<file path="src/rtl/iopmp_cfg_master_if.sv">
// Command/response port of the IOPMP configuration initiator.
// The TEE-side requester uses the master modport; the initiator uses slave.
interface iopmp_cfg_master_if;
  logic        cmd_valid;
  logic        cmd_ready;
  logic [1:0]  cmd_op;
  logic [2:0]  cmd_id;
  logic [1:0]  cmd_md_idx;
  logic [11:0] cmd_reg_addr;
  logic [63:0] cmd_data;
  logic        rsp_valid;
  logic        rsp_ready;
  logic        rsp_err;
  logic [31:0] rsp_rdata;

  modport master (
    output cmd_valid, cmd_op, cmd_id, cmd_md_idx, cmd_reg_addr, cmd_data, rsp_ready,
    input  cmd_ready, rsp_valid, rsp_err, rsp_rdata
  );

  modport slave (
    input  cmd_valid, cmd_op, cmd_id, cmd_md_idx, cmd_reg_addr, cmd_data, rsp_ready,
    output cmd_ready, rsp_valid, rsp_err, rsp_rdata
  );
endinterface

</file>
<file path="src/rtl/iopmp_cfg_master.sv">
// IOPMP configuration initiator: turns one command at a time into the checker's
// SRCMD half-word write pair or a single memory-domain register write, with an
// optional read-back verify, then returns a status response.
module iopmp_cfg_master #(
  parameter int unsigned SRCMD_NUM  = 2,
  parameter int unsigned MD_NUM     = 4,
  parameter int unsigned VERIFY_LAT = 2
) (
  input  logic              clk,
  input  logic              rst_n,
  iopmp_cfg_master_if.slave cfg,
  output logic              cfg_busy,
  output logic [31:0]       SRCMD_Update_ID,
  output logic              SRCMD_Update_Valid,
  output logic              SRCMD_MS32bit,
  output logic [31:0]       Config_Data,
  output logic [31:0]       iopmp_update_Memory_Domain_data,
  output logic              iopmp_Memory_Domain_wen,
  output logic [11:0]       iopmp_Memory_Domain_Reg_Addr,
  output logic [MD_NUM-1:0] iopmp_md_sel,
  input  logic [31:0]       iopmp_entry_data
);

  typedef enum logic [2:0] {
    StIdle,
    StSrcLo,
    StSrcHi,
    StMdWr,
    StMdWait,
    StMdChk,
    StRsp
  } state_e;

  state_e      state_q;
  logic [1:0]  op_q;
  logic [63:0] data_q;
  logic [3:0]  wait_cnt_q;
  logic        cmd_illegal;

  assign cfg.cmd_ready = (state_q == StIdle) && rst_n;

  // Decode whether the offered command can be executed at all.
  always_comb begin
    cmd_illegal = 1'b0;
    case (cfg.cmd_op)
      2'b00:        cmd_illegal = (32'(cfg.cmd_id) >= SRCMD_NUM);
      2'b01, 2'b10: cmd_illegal = (32'(cfg.cmd_md_idx) >= MD_NUM);
      default:      cmd_illegal = 1'b1;
    endcase
  end

  // Sequencer; every checker-facing and response output is a register here.
  always_ff @(posedge clk or negedge rst_n) begin
    if (!rst_n) begin
      state_q                         <= StIdle;
      op_q                            <= 2'b00;
      data_q                          <= 64'h0;
      wait_cnt_q                      <= 4'h0;
      cfg.rsp_valid                   <= 1'b0;
      cfg.rsp_err                     <= 1'b0;
      cfg.rsp_rdata                   <= 32'h0;
      cfg_busy                        <= 1'b0;
      SRCMD_Update_ID                 <= 32'h0;
      SRCMD_Update_Valid              <= 1'b0;
      SRCMD_MS32bit                   <= 1'b0;
      Config_Data                     <= 32'h0;
      iopmp_update_Memory_Domain_data <= 32'h0;
      iopmp_Memory_Domain_wen         <= 1'b0;
      iopmp_Memory_Domain_Reg_Addr    <= 12'h0;
      iopmp_md_sel                    <= '0;
    end else begin
      // Strobes are single-cycle unless a state below re-asserts them.
      SRCMD_Update_Valid      <= 1'b0;
      iopmp_Memory_Domain_wen <= 1'b0;

      case (state_q)
        StIdle: begin
          if (cfg.cmd_valid) begin
            op_q     <= cfg.cmd_op;
            data_q   <= cfg.cmd_data;
            cfg_busy <= 1'b1;
            if (cmd_illegal) begin
              state_q       <= StRsp;
              cfg.rsp_valid <= 1'b1;
              cfg.rsp_err   <= 1'b1;
              cfg.rsp_rdata <= 32'h0;
            end else if (cfg.cmd_op == 2'b00) begin
              state_q            <= StSrcLo;
              SRCMD_Update_Valid <= 1'b1;
              SRCMD_MS32bit      <= 1'b0;
              Config_Data        <= cfg.cmd_data[31:0];
              SRCMD_Update_ID    <= {29'h0, cfg.cmd_id};
            end else begin
              state_q                         <= StMdWr;
              iopmp_Memory_Domain_wen         <= 1'b1;
              iopmp_md_sel                    <= MD_NUM'(1) << cfg.cmd_md_idx;
              iopmp_Memory_Domain_Reg_Addr    <= cfg.cmd_reg_addr;
              iopmp_update_Memory_Domain_data <= cfg.cmd_data[31:0];
            end
          end
        end

        StSrcLo: begin
          state_q            <= StSrcHi;
          SRCMD_Update_Valid <= 1'b1;
          SRCMD_MS32bit      <= 1'b1;
          Config_Data        <= data_q[63:32];
        end

        StSrcHi: begin
          state_q         <= StRsp;
          cfg.rsp_valid   <= 1'b1;
          cfg.rsp_err     <= 1'b0;
          cfg.rsp_rdata   <= 32'h0;
          SRCMD_MS32bit   <= 1'b0;
          Config_Data     <= 32'h0;
          SRCMD_Update_ID <= 32'h0;
        end

        StMdWr: begin
          if (op_q == 2'b10) begin
            // Keep select and address up so the checker's read-back path stays valid.
            state_q    <= StMdWait;
            wait_cnt_q <= 4'(VERIFY_LAT - 1);
          end else begin
            state_q                         <= StRsp;
            cfg.rsp_valid                   <= 1'b1;
            cfg.rsp_err                     <= 1'b0;
            cfg.rsp_rdata                   <= 32'h0;
            iopmp_md_sel                    <= '0;
            iopmp_Memory_Domain_Reg_Addr    <= 12'h0;
            iopmp_update_Memory_Domain_data <= 32'h0;
          end
        end

        StMdWait: begin
          if (wait_cnt_q == 4'h0) begin
            state_q <= StMdChk;
          end else begin
            wait_cnt_q <= wait_cnt_q - 4'h1;
          end
        end

        StMdChk: begin
          state_q                         <= StRsp;
          cfg.rsp_valid                   <= 1'b1;
          cfg.rsp_rdata                   <= iopmp_entry_data;
          cfg.rsp_err                     <= (iopmp_entry_data != data_q[31:0]);
          iopmp_md_sel                    <= '0;
          iopmp_Memory_Domain_Reg_Addr    <= 12'h0;
          iopmp_update_Memory_Domain_data <= 32'h0;
        end

        StRsp: begin
          if (cfg.rsp_ready) begin
            state_q       <= StIdle;
            cfg.rsp_valid <= 1'b0;
            cfg.rsp_err   <= 1'b0;
            cfg.rsp_rdata <= 32'h0;
            cfg_busy      <= 1'b0;
          end
        end

        default: state_q <= StIdle;
      endcase
    end
  end

endmodule

</file>
<file path="src/flat_wrapper.sv">
// flat-port wrapper written by rule: the top's interface ports become plain ports
module iopmp_cfg_master_flat 
#(
  parameter int unsigned SRCMD_NUM  = 2,
  parameter int unsigned MD_NUM     = 4,
  parameter int unsigned VERIFY_LAT = 2
)
  (clk, rst_n, cfg_busy, SRCMD_Update_ID, SRCMD_Update_Valid, SRCMD_MS32bit, Config_Data, iopmp_update_Memory_Domain_data, iopmp_Memory_Domain_wen, iopmp_Memory_Domain_Reg_Addr, iopmp_md_sel, iopmp_entry_data, cfg_cmd_valid, cfg_cmd_op, cfg_cmd_id, cfg_cmd_md_idx, cfg_cmd_reg_addr, cfg_cmd_data, cfg_rsp_ready, cfg_cmd_ready, cfg_rsp_valid, cfg_rsp_err, cfg_rsp_rdata);
  iopmp_cfg_master_if cfg_i ();
  input  logic clk;
  input  logic rst_n;
  output logic cfg_busy;
  output logic [31:0] SRCMD_Update_ID;
  output logic SRCMD_Update_Valid;
  output logic SRCMD_MS32bit;
  output logic [31:0] Config_Data;
  output logic [31:0] iopmp_update_Memory_Domain_data;
  output logic iopmp_Memory_Domain_wen;
  output logic [11:0] iopmp_Memory_Domain_Reg_Addr;
  output logic [MD_NUM-1:0] iopmp_md_sel;
  input  logic [31:0] iopmp_entry_data;
  input wire logic [$bits(cfg_i.cmd_valid)-1:0] cfg_cmd_valid;
  input wire logic [$bits(cfg_i.cmd_op)-1:0] cfg_cmd_op;
  input wire logic [$bits(cfg_i.cmd_id)-1:0] cfg_cmd_id;
  input wire logic [$bits(cfg_i.cmd_md_idx)-1:0] cfg_cmd_md_idx;
  input wire logic [$bits(cfg_i.cmd_reg_addr)-1:0] cfg_cmd_reg_addr;
  input wire logic [$bits(cfg_i.cmd_data)-1:0] cfg_cmd_data;
  input wire logic [$bits(cfg_i.rsp_ready)-1:0] cfg_rsp_ready;
  output wire logic [$bits(cfg_i.cmd_ready)-1:0] cfg_cmd_ready;
  output wire logic [$bits(cfg_i.rsp_valid)-1:0] cfg_rsp_valid;
  output wire logic [$bits(cfg_i.rsp_err)-1:0] cfg_rsp_err;
  output wire logic [$bits(cfg_i.rsp_rdata)-1:0] cfg_rsp_rdata;
  assign cfg_i.cmd_valid = cfg_cmd_valid;
  assign cfg_i.cmd_op = cfg_cmd_op;
  assign cfg_i.cmd_id = cfg_cmd_id;
  assign cfg_i.cmd_md_idx = cfg_cmd_md_idx;
  assign cfg_i.cmd_reg_addr = cfg_cmd_reg_addr;
  assign cfg_i.cmd_data = cfg_cmd_data;
  assign cfg_i.rsp_ready = cfg_rsp_ready;
  assign cfg_cmd_ready = cfg_i.cmd_ready;
  assign cfg_rsp_valid = cfg_i.rsp_valid;
  assign cfg_rsp_err = cfg_i.rsp_err;
  assign cfg_rsp_rdata = cfg_i.rsp_rdata;
  iopmp_cfg_master #(.SRCMD_NUM(SRCMD_NUM), .MD_NUM(MD_NUM), .VERIFY_LAT(VERIFY_LAT)) u_core (.clk(clk), .rst_n(rst_n), .cfg(cfg_i), .cfg_busy(cfg_busy), .SRCMD_Update_ID(SRCMD_Update_ID), .SRCMD_Update_Valid(SRCMD_Update_Valid), .SRCMD_MS32bit(SRCMD_MS32bit), .Config_Data(Config_Data), .iopmp_update_Memory_Domain_data(iopmp_update_Memory_Domain_data), .iopmp_Memory_Domain_wen(iopmp_Memory_Domain_wen), .iopmp_Memory_Domain_Reg_Addr(iopmp_Memory_Domain_Reg_Addr), .iopmp_md_sel(iopmp_md_sel), .iopmp_entry_data(iopmp_entry_data));
endmodule
</file>
<file path="config.mk">
export PLATFORM = sky130hd
export DESIGN_NAME = iopmp_cfg_master_flat
export DESIGN_NICKNAME = d
export VERILOG_FILES = /design/src/rtl/iopmp_cfg_master_if.sv /design/src/rtl/iopmp_cfg_master.sv /design/src/flat_wrapper.sv
export SDC_FILE = /design/constraint.sdc
export NUM_CORES = 1
export LEC_CHECK = 0
export ABC_AREA = 1
export BUFFER_PORTS_ARGS = -buffer_cell sky130_fd_sc_hd__buf_2
export CAP_MARGIN = 25
export CELL_PAD_IN_SITES_DETAIL_PLACEMENT = 0
export CELL_PAD_IN_SITES_GLOBAL_PLACEMENT = 1
export CORE_ASPECT_RATIO = 0.7
export CORE_MARGIN = 2
export CORE_UTILIZATION = 41
export DETAILED_ROUTE_END_ITERATION = 16
export GPL_TIMING_DRIVEN = 0
export PLACE_DENSITY_LB_ADDON = 0.1
export SYNTH_ARGS = -nofsm -noshare
export SYNTH_HDL_FRONTEND = slang
export SYNTH_SLANG_ARGS = --single-unit
</file>
<file path="constraint.sdc">
create_clock -name clk -period 3.2 [get_ports clk]
set_input_delay 0.48 -clock clk [delete_from_list [all_inputs] [get_ports clk]]
set_output_delay 0.48 -clock clk [all_outputs]
set_load 0.01 [all_outputs]
</file>
# Yosys cells after proc, flatten, opt, wreduce, memory -nomap -nowiden
# Index checks and enable logic that the tools add are counted.
# Widths: inputs -> output; s select.
# totals
regBits	223
inputBits	119
output_inout_bits	151
word_cells	120
# op_classes
addsub	1
n_lt_le_gt_ge	1
eq_ne	20
shift	1
n_mux	59
reduce_logical	22
# ops
cell	count
$mux 32	13
$pmux 32 s3	2
$pmux 32 s5	1
$pmux 32 s2	1
$mux 12	4
$pmux 12 s3	1
$ne 32x32->1	1
$mux 4	6
$pmux 3 s6	1
$mux 1	16
$reduce_and 5->1	3
$ne 2x2->1 const B	7
$mux 3	4
$pmux 4 s3	1
$eq 3x3->1 const B	3
$reduce_and 3->1	3
$pmux 4 s2	1
$reduce_and 4->1	2
$eq 3x2->1 const B	2
$ne 2x1->1 const B	3
$pmux 1 s2	3
$reduce_bool 2->1	3
$reduce_bool 3->1	2
$pmux 1 s5	1
17 further kinds	20

# Logic depth before layout (Yosys ltp)
# Gate-level depths: netlist of run 1.
# logic_depth
word_depth	6
ltp_mapped	11
mapped_depth_nobuf	10

# Worst setup path after synthesis of run 1
# OpenSTA, ideal clock, no wires.
# synth_timing
kind	input -> register
start	input cfg_cmd_op[0]
end	register u_core.iopmp_update_Memory_Domain_data[10]
setup_ns	0.066
t_arrival_ns	1.758
required_ns	3.134
slack_ns	1.376
stages	11
path_buffers	1
cell_sequence	inv_1 > ha_1 > nor2_1 > a21oi_1 > nand2_1 > o21ai_1 > inv_2 > nor2_4 > buf_2 > nand3_1 > nand2_1
# synth_between
elab_chain_cells	5
word_cells_on_any_way	8
cone_classes	eq/ne (4); mux (1); reduce/logical (3)
# synth_lines
item	line	text
from (decl)	flat_wrapper.sv:23	input wire logic [$bits(cfg_i.cmd_op)-1:0] cfg_cmd_op;
$eq 2x1->1 or $eq 2x2->1 (tied branches)	iopmp_cfg_master.sv:45	case (cfg.cmd_op)
$reduce_or 2->1	iopmp_cfg_master.sv:45	
$pmux 1 s2	iopmp_cfg_master.sv:45	
$ne 2x2->1 (no line)	-	
$reduce_and 5->1 (no line) *	-	
to (signal assigned)	iopmp_cfg_master.sv:98	iopmp_update_Memory_Domain_data <= cfg.cmd_data[31:0];
to (decl)	iopmp_cfg_master.sv:17	output logic [31:0] iopmp_update_Memory_Domain_data,
# Every way passes the cells marked *; elsewhere a longest branch is shown, timed or not.
# A chain may end at the register's enable or synchronous reset.

# Final worst setup path of run 1
# layout_timing
start	register u_core.state_q[1]
end	register u_core.Config_Data[25]
# layout_between
elab_chain_cells	3
word_cells_on_any_way	9
cone_classes	eq/ne (5); mux (1); reduce/logical (3)
# layout_lines
item	line	text
from (decl)	iopmp_cfg_master.sv:34	state_e state_q;
from (signal assigned)	iopmp_cfg_master.sv:55	state_q <= StIdle;
from (signal assigned)	iopmp_cfg_master.sv:83	state_q <= StRsp;
from (signal assigned)	iopmp_cfg_master.sv:88	state_q <= StSrcLo;
$eq 3x1->1, or another cell as far along	iopmp_cfg_master.sv:76	case (state_q)
$reduce_bool 3->1 (no line) or $ne 2x2->1 (tied branches)	-	
$reduce_and 4->1 (no line)	-	
to (signal assigned)	iopmp_cfg_master.sv:91	Config_Data <= cfg.cmd_data[31:0];
to (signal assigned)	iopmp_cfg_master.sv:107	Config_Data <= data_q[63:32];
to (decl)	iopmp_cfg_master.sv:16	output logic [31:0] Config_Data,
# Parallel ways exist; a longest one is shown, timed or not.

==> out/results.txt, run 1 <==
Status = finished, final reports clean
FP Rows = 44
Root Driver = clkbuf_16
Int Pwr = 6.72 mW
Number of synthesized register bits = 194
Clk_skew = 0.0157 ns
Total GRT Usage = 23.3%
Syn_area_per_cell = 9.78 um^2
Slew HR = 42.4%
Met1 Usage GRT = 35.3%
Dominant cell type by area after synthesis = dfrtp_1
TritonCTS clock tree = yes
Boundary Pins = 270
Synth Instances = 870
Period utilization = 69.4%
Initial Util = 41.4%
Initial DRT Pass Iterations = 5
Setup CP Type = reg2reg
Max-Cap Viols = 0
RSZ-0062 raised after global routing = no
Crit path time final = 2.22 ns
GRT met2 Usage = 33.7%
Routed wire length = 25100 um
Reg power frac = 37.6%
Seq/Total Area, Yosys = 57.1%
Pwr per Cell Area = 1050 nW/um^2
Yosys cell types = 28
Final Power = 11.3 mW
Vias per cell = 4.88
Lkg Pwr = 5.73 nW
Vias in the first global route = 6866
YS warnings = 0
Via count = 7072
Final net count = 1280
Sequential cell area = 4850 um^2
Total gr overflow = 0
Setup WS pre-CTS = 0.663 ns
Clock-pin slew on the worst setup and hold paths = 0.08 ns
Antenna Nets Post-Route = 0
Drt wl/cell = 17.3 um
Sw Ratio = 40.7%
Share of layout cells above drive strength 1 = 33.2%
Post-route insts no fill = 1450
Area grow syn2layout = 27.1%
Post-CTS Setup Inserts = 0
Initial drt markers = 468
Actual slew at the worst max-slew pin = 0.864 ns
TritonCTS buffer count = 17
Clk pwr share = 19.5%
Yosys top cell area share = 57.1%
Clock Sinks = 194
Footprint of the multi-input gates = 3140 um^2
Crit end category = flip-flop
Initial antenna violation count = 2
First-pass GRT wire length = 38800 um
CTS hold repair buffers = 0
Core footprint = 20500 um^2
Fin. Hold Viols = 0
Gr busiest metal = met1
CP startpoint kind = flip-flop
Hold WS = 0.102 ns
Fillers = 1990
Required time of the critical path = 3.52 ns
PortBufs = 240
Slew Limit Fails = 0
HPWL Detailed = 18700 um
# DRC = 0
Peak supply drop = 0.416 mV
Fmax = 0.450 GHz
Worst setup margin = 0.979 ns
Post-CTS sizing = 0
Combinational share of power = 42.9%
Crit path arrival time = 2.55 ns
Largest cells by area after synthesis = dfrtp_1 (57%), nand2_1 (8.3%), nand3_1 (6.5%)
Switch Pwr = 4.60 mW
Die Span X = 176 um
Placed cells = 1415
Placer's final routability congestion estimate = 0.811
Final setup TNS = 0 ns
Worst Path Max Fanout = 10
Clk_lat worst skew = 0.44 ns
GR Layer Usage met3 = 5.62%
Chip height = 125 um
H-Tree Depth = 4
Final setup vio count = 0
Die ar. = 21900 um^2
Cell Area, Synth = 8510 um^2
Hold Path Class = in2async
Largest net degree at the start of global routing = 113
Bufs on Longest Clock Path = 2
==> sequential cells by signal, summed over array words and instances (netlist names) <==
name / flops
u_core.Config_Data: 32
u_core.SRCMD_MS32bit: 1
u_core.SRCMD_Update_ID: 3
u_core.SRCMD_Update_Valid: 1
u_core.cfg.rsp_err: 1
u_core.cfg.rsp_rdata: 32
u_core.cfg.rsp_valid: 1
u_core.cfg_busy: 1
u_core.data_q: 64
u_core.iopmp_Memory_Domain_Reg_Addr: 12
u_core.iopmp_Memory_Domain_wen: 1
u_core.iopmp_md_sel: 4
u_core.iopmp_update_Memory_Domain_data: 32
u_core.op_q: 2
u_core.state_q: 3
u_core.wait_cnt_q: 4
==> cell usage in the layout (no fill, tap or decap), drive strengths merged, types with 2 or more instances in the layout <==
cell      Yosys  final
clkinvlp      0      2
nand3       110    110
buf          54    295
bufinv        0      2
diode         0      3
clkinv        0      7
o21ai        64     64
inv          54     57
a22o         26     26
a21oi        21     21
clkbuf       18     36
nand2       191    191
xnor2        26     26
ha            3      3
nor2         47     47
dfrtp       194    194
o22ai         6      6
mux2         48     48
conb          1     29
nor3          2      2
==> routing by layer <==
| layer | vias to the layer above | share of wire [%] |
|---|---|---|
| met4 | 2 | 0.99 |
| met3 | 22 | 7.8 |
| met2 | 263 | 41 |
| li1 | 3402 | - |
| met1 | 3383 | 50 |
| met5 | - | 0.044 |
==> area by class of cell <==
cell class | instances | share of cell area [%]
buffer | 72 | 3.84
timing repair buffer | 241 | 11.5
multi-input combinational | 578 | 29.0
clock inverter | 14 | 1.65
antenna | 3 | 0.0694
inverter | 54 | 1.87
sequential | 194 | 44.9
clock buffer | 18 | 3.97
tap | 276 | 3.19
==> power groups by stage <==
stage / clock, mW / combinational [mW] / sequential, mW
6_report: 2.20 / 4.85 / 4.26
5_1_grt: 2.35 / 5.42 / 4.41
4_1_cts: 2.25 / 4.90 / 4.26
3_5_place_dp: 0 / 4.90 / 4.29
3_3_place_gp: 0 / 4.83 / 4.28
2_1_floorplan: 0 / 2.71 / 4.54
==> worst max-delay path, cell delays in order (launching register included) <==
cell and delay (ns):
dfrtp_1 0.41, inv_2 0.07, nand2_1 0.12, nor2_4 0.34, inv_2 0.16, nand2_1 0.25
inv_2 0.17, clkbuf_1 0.31, nand3_1 0.20, nand3_1 0.08
==> synthesized netlist by cell type (all sizes together) <==
cell type,number
mux2,48
inv,54
clkbuf,18
nor2,47
a21oi,21
dfrtp,194
nand3,110
nand4,1
a22o,26
xnor2,26
conb,1
nor3,2
o22ai,6
nand2,191
buf,54
and3,1
a31oi,1
o21ai,64
nand3b,1
ha,3
a211oi,1
==> kinds of logic after synthesis <==
family / count (synthesis) / synth area share, %
simple gates: 353 / 17.9
flops: 194 / 57.1
buf+inv: 126 / 7.27
compound gates: 119 / 8.28
mux: 48 / 6.35
xor+xnor: 26 / 2.68
fa+ha+maj: 3 / 0.441
other cells: 1 / 0.0441
==> worst paths after layout <==
check	start	to	slack (ns)	cells after the start
max	u_core.state_q[1]	u_core.Config_Data[25]	0.98	9
min	rst_n	u_core.iopmp_update_Memory_Domain_data[10]	0.10	1
max reg2reg	u_core.state_q[1]	u_core.Config_Data[25]	0.98	9
min reg2reg	u_core.wait_cnt_q[2]	u_core.wait_cnt_q[2]	0.45	1
max in group asynchronous	rst_n	u_core.data_q[55]	2.17	2
min in group clk	cfg_cmd_reg_addr[8]	u_core.iopmp_Memory_Domain_Reg_Addr[8]	0.26	3
==> through the flow <==
| step | utilization (%) | cell area (um^2) |
|---|---|---|
| after CTS | 52.6 | 10800 |
| after global placement | 49.5 | 10200 |
| after floorplan | - | 8610 |
| after detailed placement | 49.7 | 10200 |
| after global routing | 52.6 | 10800 |
| final | 52.7 | 10800 |
Note: power is estimated with default switching activity, not from simulation.
==> inputs of run 2 (changes only) <==
--- a/config.mk
+++ b/config.mk
@@ -12,7 +12,7 @@
 export CELL_PAD_IN_SITES_GLOBAL_PLACEMENT = 1
 export CORE_ASPECT_RATIO = 0.7
 export CORE_MARGIN = 2
-export CORE_UTILIZATION = 41
+export CORE_UTILIZATION = 38
 export DETAILED_ROUTE_END_ITERATION = 16
 export GPL_TIMING_DRIVEN = 0
 export PLACE_DENSITY_LB_ADDON = 0.1
==> constraint.sdc (replaced) <==
create_clock -name clk -period 2.1 [get_ports clk]
set_input_delay 0.315 -clock clk [delete_from_list [all_inputs] [get_ports clk]]
set_output_delay 0.315 -clock clk [all_outputs]
set_load 0.01 [all_outputs]
==> out/results.txt, run 2 (synthesis gave the netlist of run 1 again) <==
Reg2Reg Depth = 6
# DRC = 0
Initial antenna violation count = 2
Critical path, cell by cell = inv_2 > nand2_1 > nor2_1 > buf_2 > clkbuf_1 > a22o_1
Die Span X = 183 um
Final Power = 17.4 mW
Failing checks = hold timing
WP buf/inv = 3
Vias per cell = 4.80
Initial Util = 38.9%
HPWL Detailed = 19000 um
Die ar. = 23600 um^2
H-Tree Depth = 4
Crit path time final = 1.95 ns
Setup WS pre-CTS = -0.219 ns
Chip height = 129 um
Final setup vio count = 0
Hold Path Class = in2async
Clock Sinks = 194
FP Rows = 45
Worst reg2reg path endpoint = u_core.cfg.rsp_rdata[13]
Final Cell Area = 10900 um^2
Fin. Hold Viols = 89
Clock-pin slew on the worst setup and hold paths = 0.07 ns
Max-Cap Viols = 0
Setup CP Type = reg2reg
PortBufs = 240
Most frequent cells in the layout = buf_2 (252), dfrtp_1 (194), nand2_1 (189)
Fillers = 2181
Largest register FFs = 64
TritonCTS buffer count = 17
Pwr per Cell Area = 1600 nW/um^2
Hold WS = -0.116 ns
Crit path arrival time = 2.32 ns
DP Area = 10200 um^2
Initial drt markers = 423
Slew HR = 50.7%
Lkg Pwr = 5.81 nW
Boundary Pins = 270
Share of layout cells above drive strength 1 = 34.9%
Clk_lat worst skew = 0.44 ns
Core footprint = 21800 um^2
CP startpoint kind = flip-flop
Root Driver = clkbuf_16
Routed wire length = 25900 um
Status = complete, but fails checks
Crit end category = flip-flop
TritonCTS clock tree = yes
First-pass GRT wire length = 39400 um
Commonest non-fill, non-tap cell in the layout = buf_2
Total GRT Usage = 22.4%
Vias in the first global route = 6773
Fmax = 0.512 GHz
Largest net degree at the start of global routing = 104
Worst setup margin = 0.148 ns
CP delay by family, top = buffers and inverters
Peak supply drop = 0.665 mV
Placer's final routability congestion estimate = 0.791
Final net count = 1285
Required time of the critical path = 2.47 ns
Via count = 7004
Period utilization = 92.9%
Largest reg by FF count = u_core.data_q
Drt wl/cell = 17.7 um
CP max stage delay = 0.48 ns
Worst Path Max Fanout = 10
Total gr overflow = 0
Slowest CP cell = clkbuf_1
Area grow syn2layout = 28.4%
Initial DRT Pass Iterations = 4
Bufs on Longest Clock Path = 2
Clk_skew = 0.0142 ns
Origin of the critical flop-to-flop path = u_core.state_q[1]
Actual slew at the worst max-slew pin = 0.740 ns
R2R Setup Slk = 0.15 ns
Antenna Nets Post-Route = 0
Slew Limit Fails = 0
RSZ-0062 raised after global routing = yes
[run 2: area by class of cell]
type	instances	area (um^2)	area share, %
inverter	54	205	1.88
timing repair buffer	247	1300	11.9
sequential	194	4850	44.4
clock buffer	19	453	4.15
antenna	1	2.50	0.0229
tap	282	353	3.23
buffer	71	459	4.20
clock inverter	13	126	1.16
multi-input combinational	578	3170	29.0
[run 2: through the flow]
step           hold WS (ns)  cells  TNS, ns  util (%)
6_report             -0.116   1459        0      50.0
5_1_grt             -0.0433   1459  -0.0577      50.0
2_1_floorplan        0.0194    898        0         -
3_3_place_gp          0.442   1420  -550.52      46.5
4_1_cts             -0.0470   1454        0      49.5
3_5_place_dp          0.428   1421   -11.02      46.7
[run 2: repair_timing]
item,in CTS,in global routing
pin swaps,1,2
setup buffers,1,4
endpoints found under the setup margin,92,129
hold endpoints to repair,101,12
resized for setup,5,36
[run 2: worst max-delay path by stage]
| stage | depth (start not counted) | end | from | slack [ns] |
|---|---|---|---|---|
| floorplan | 11 | u_core.iopmp_update_Memory_Domain_data[10] | cfg_cmd_op[0] | 0.44 |
| global placement | 1 | u_core.Config_Data[26] | rst_n | -2.79 |
| detailed placement | 12 | u_core.iopmp_Memory_Domain_Reg_Addr[7] | cfg_cmd_op[0] | -0.22 |
| CTS | 8 | u_core.cfg.rsp_rdata[4] | u_core.state_q[0] | 0.006 |
| global route | 10 | u_core.iopmp_md_sel[1] | u_core.state_q[0] | -0.03 |
| finish | 6 | u_core.cfg.rsp_rdata[13] | u_core.state_q[1] | 0.15 |
[run 2: routing by layer]
metal	global-route usage, %	vias up	share of wire (%)
met3	6.38	17	6.5
met2	32.5	218	42
li1	-	3403	-
met5	0	-	0.050
met4	4.24	2	0.70
met1	33.5	3364	51
[run 2: where the power goes]
| part | switching [mW] | internal [mW] | leakage (nW) |
|---|---|---|---|
| Sequential | 0.953 | 5.54 | 2.41 |
| Clock | 1.52 | 1.72 | 0.285 |
| Combinational | 4.61 | 3.08 | 3.11 |
| Total | 7.08 | 10.3 | 5.81 |
[run 2: worst reg2reg max path: stages (launching register included)]
cell,delay (ns)
dfrtp_1,0.42
inv_2,0.08
nand2_1,0.12
nor2_1,0.23
buf_2,0.33
clkbuf_1,0.48
a22o_1,0.23
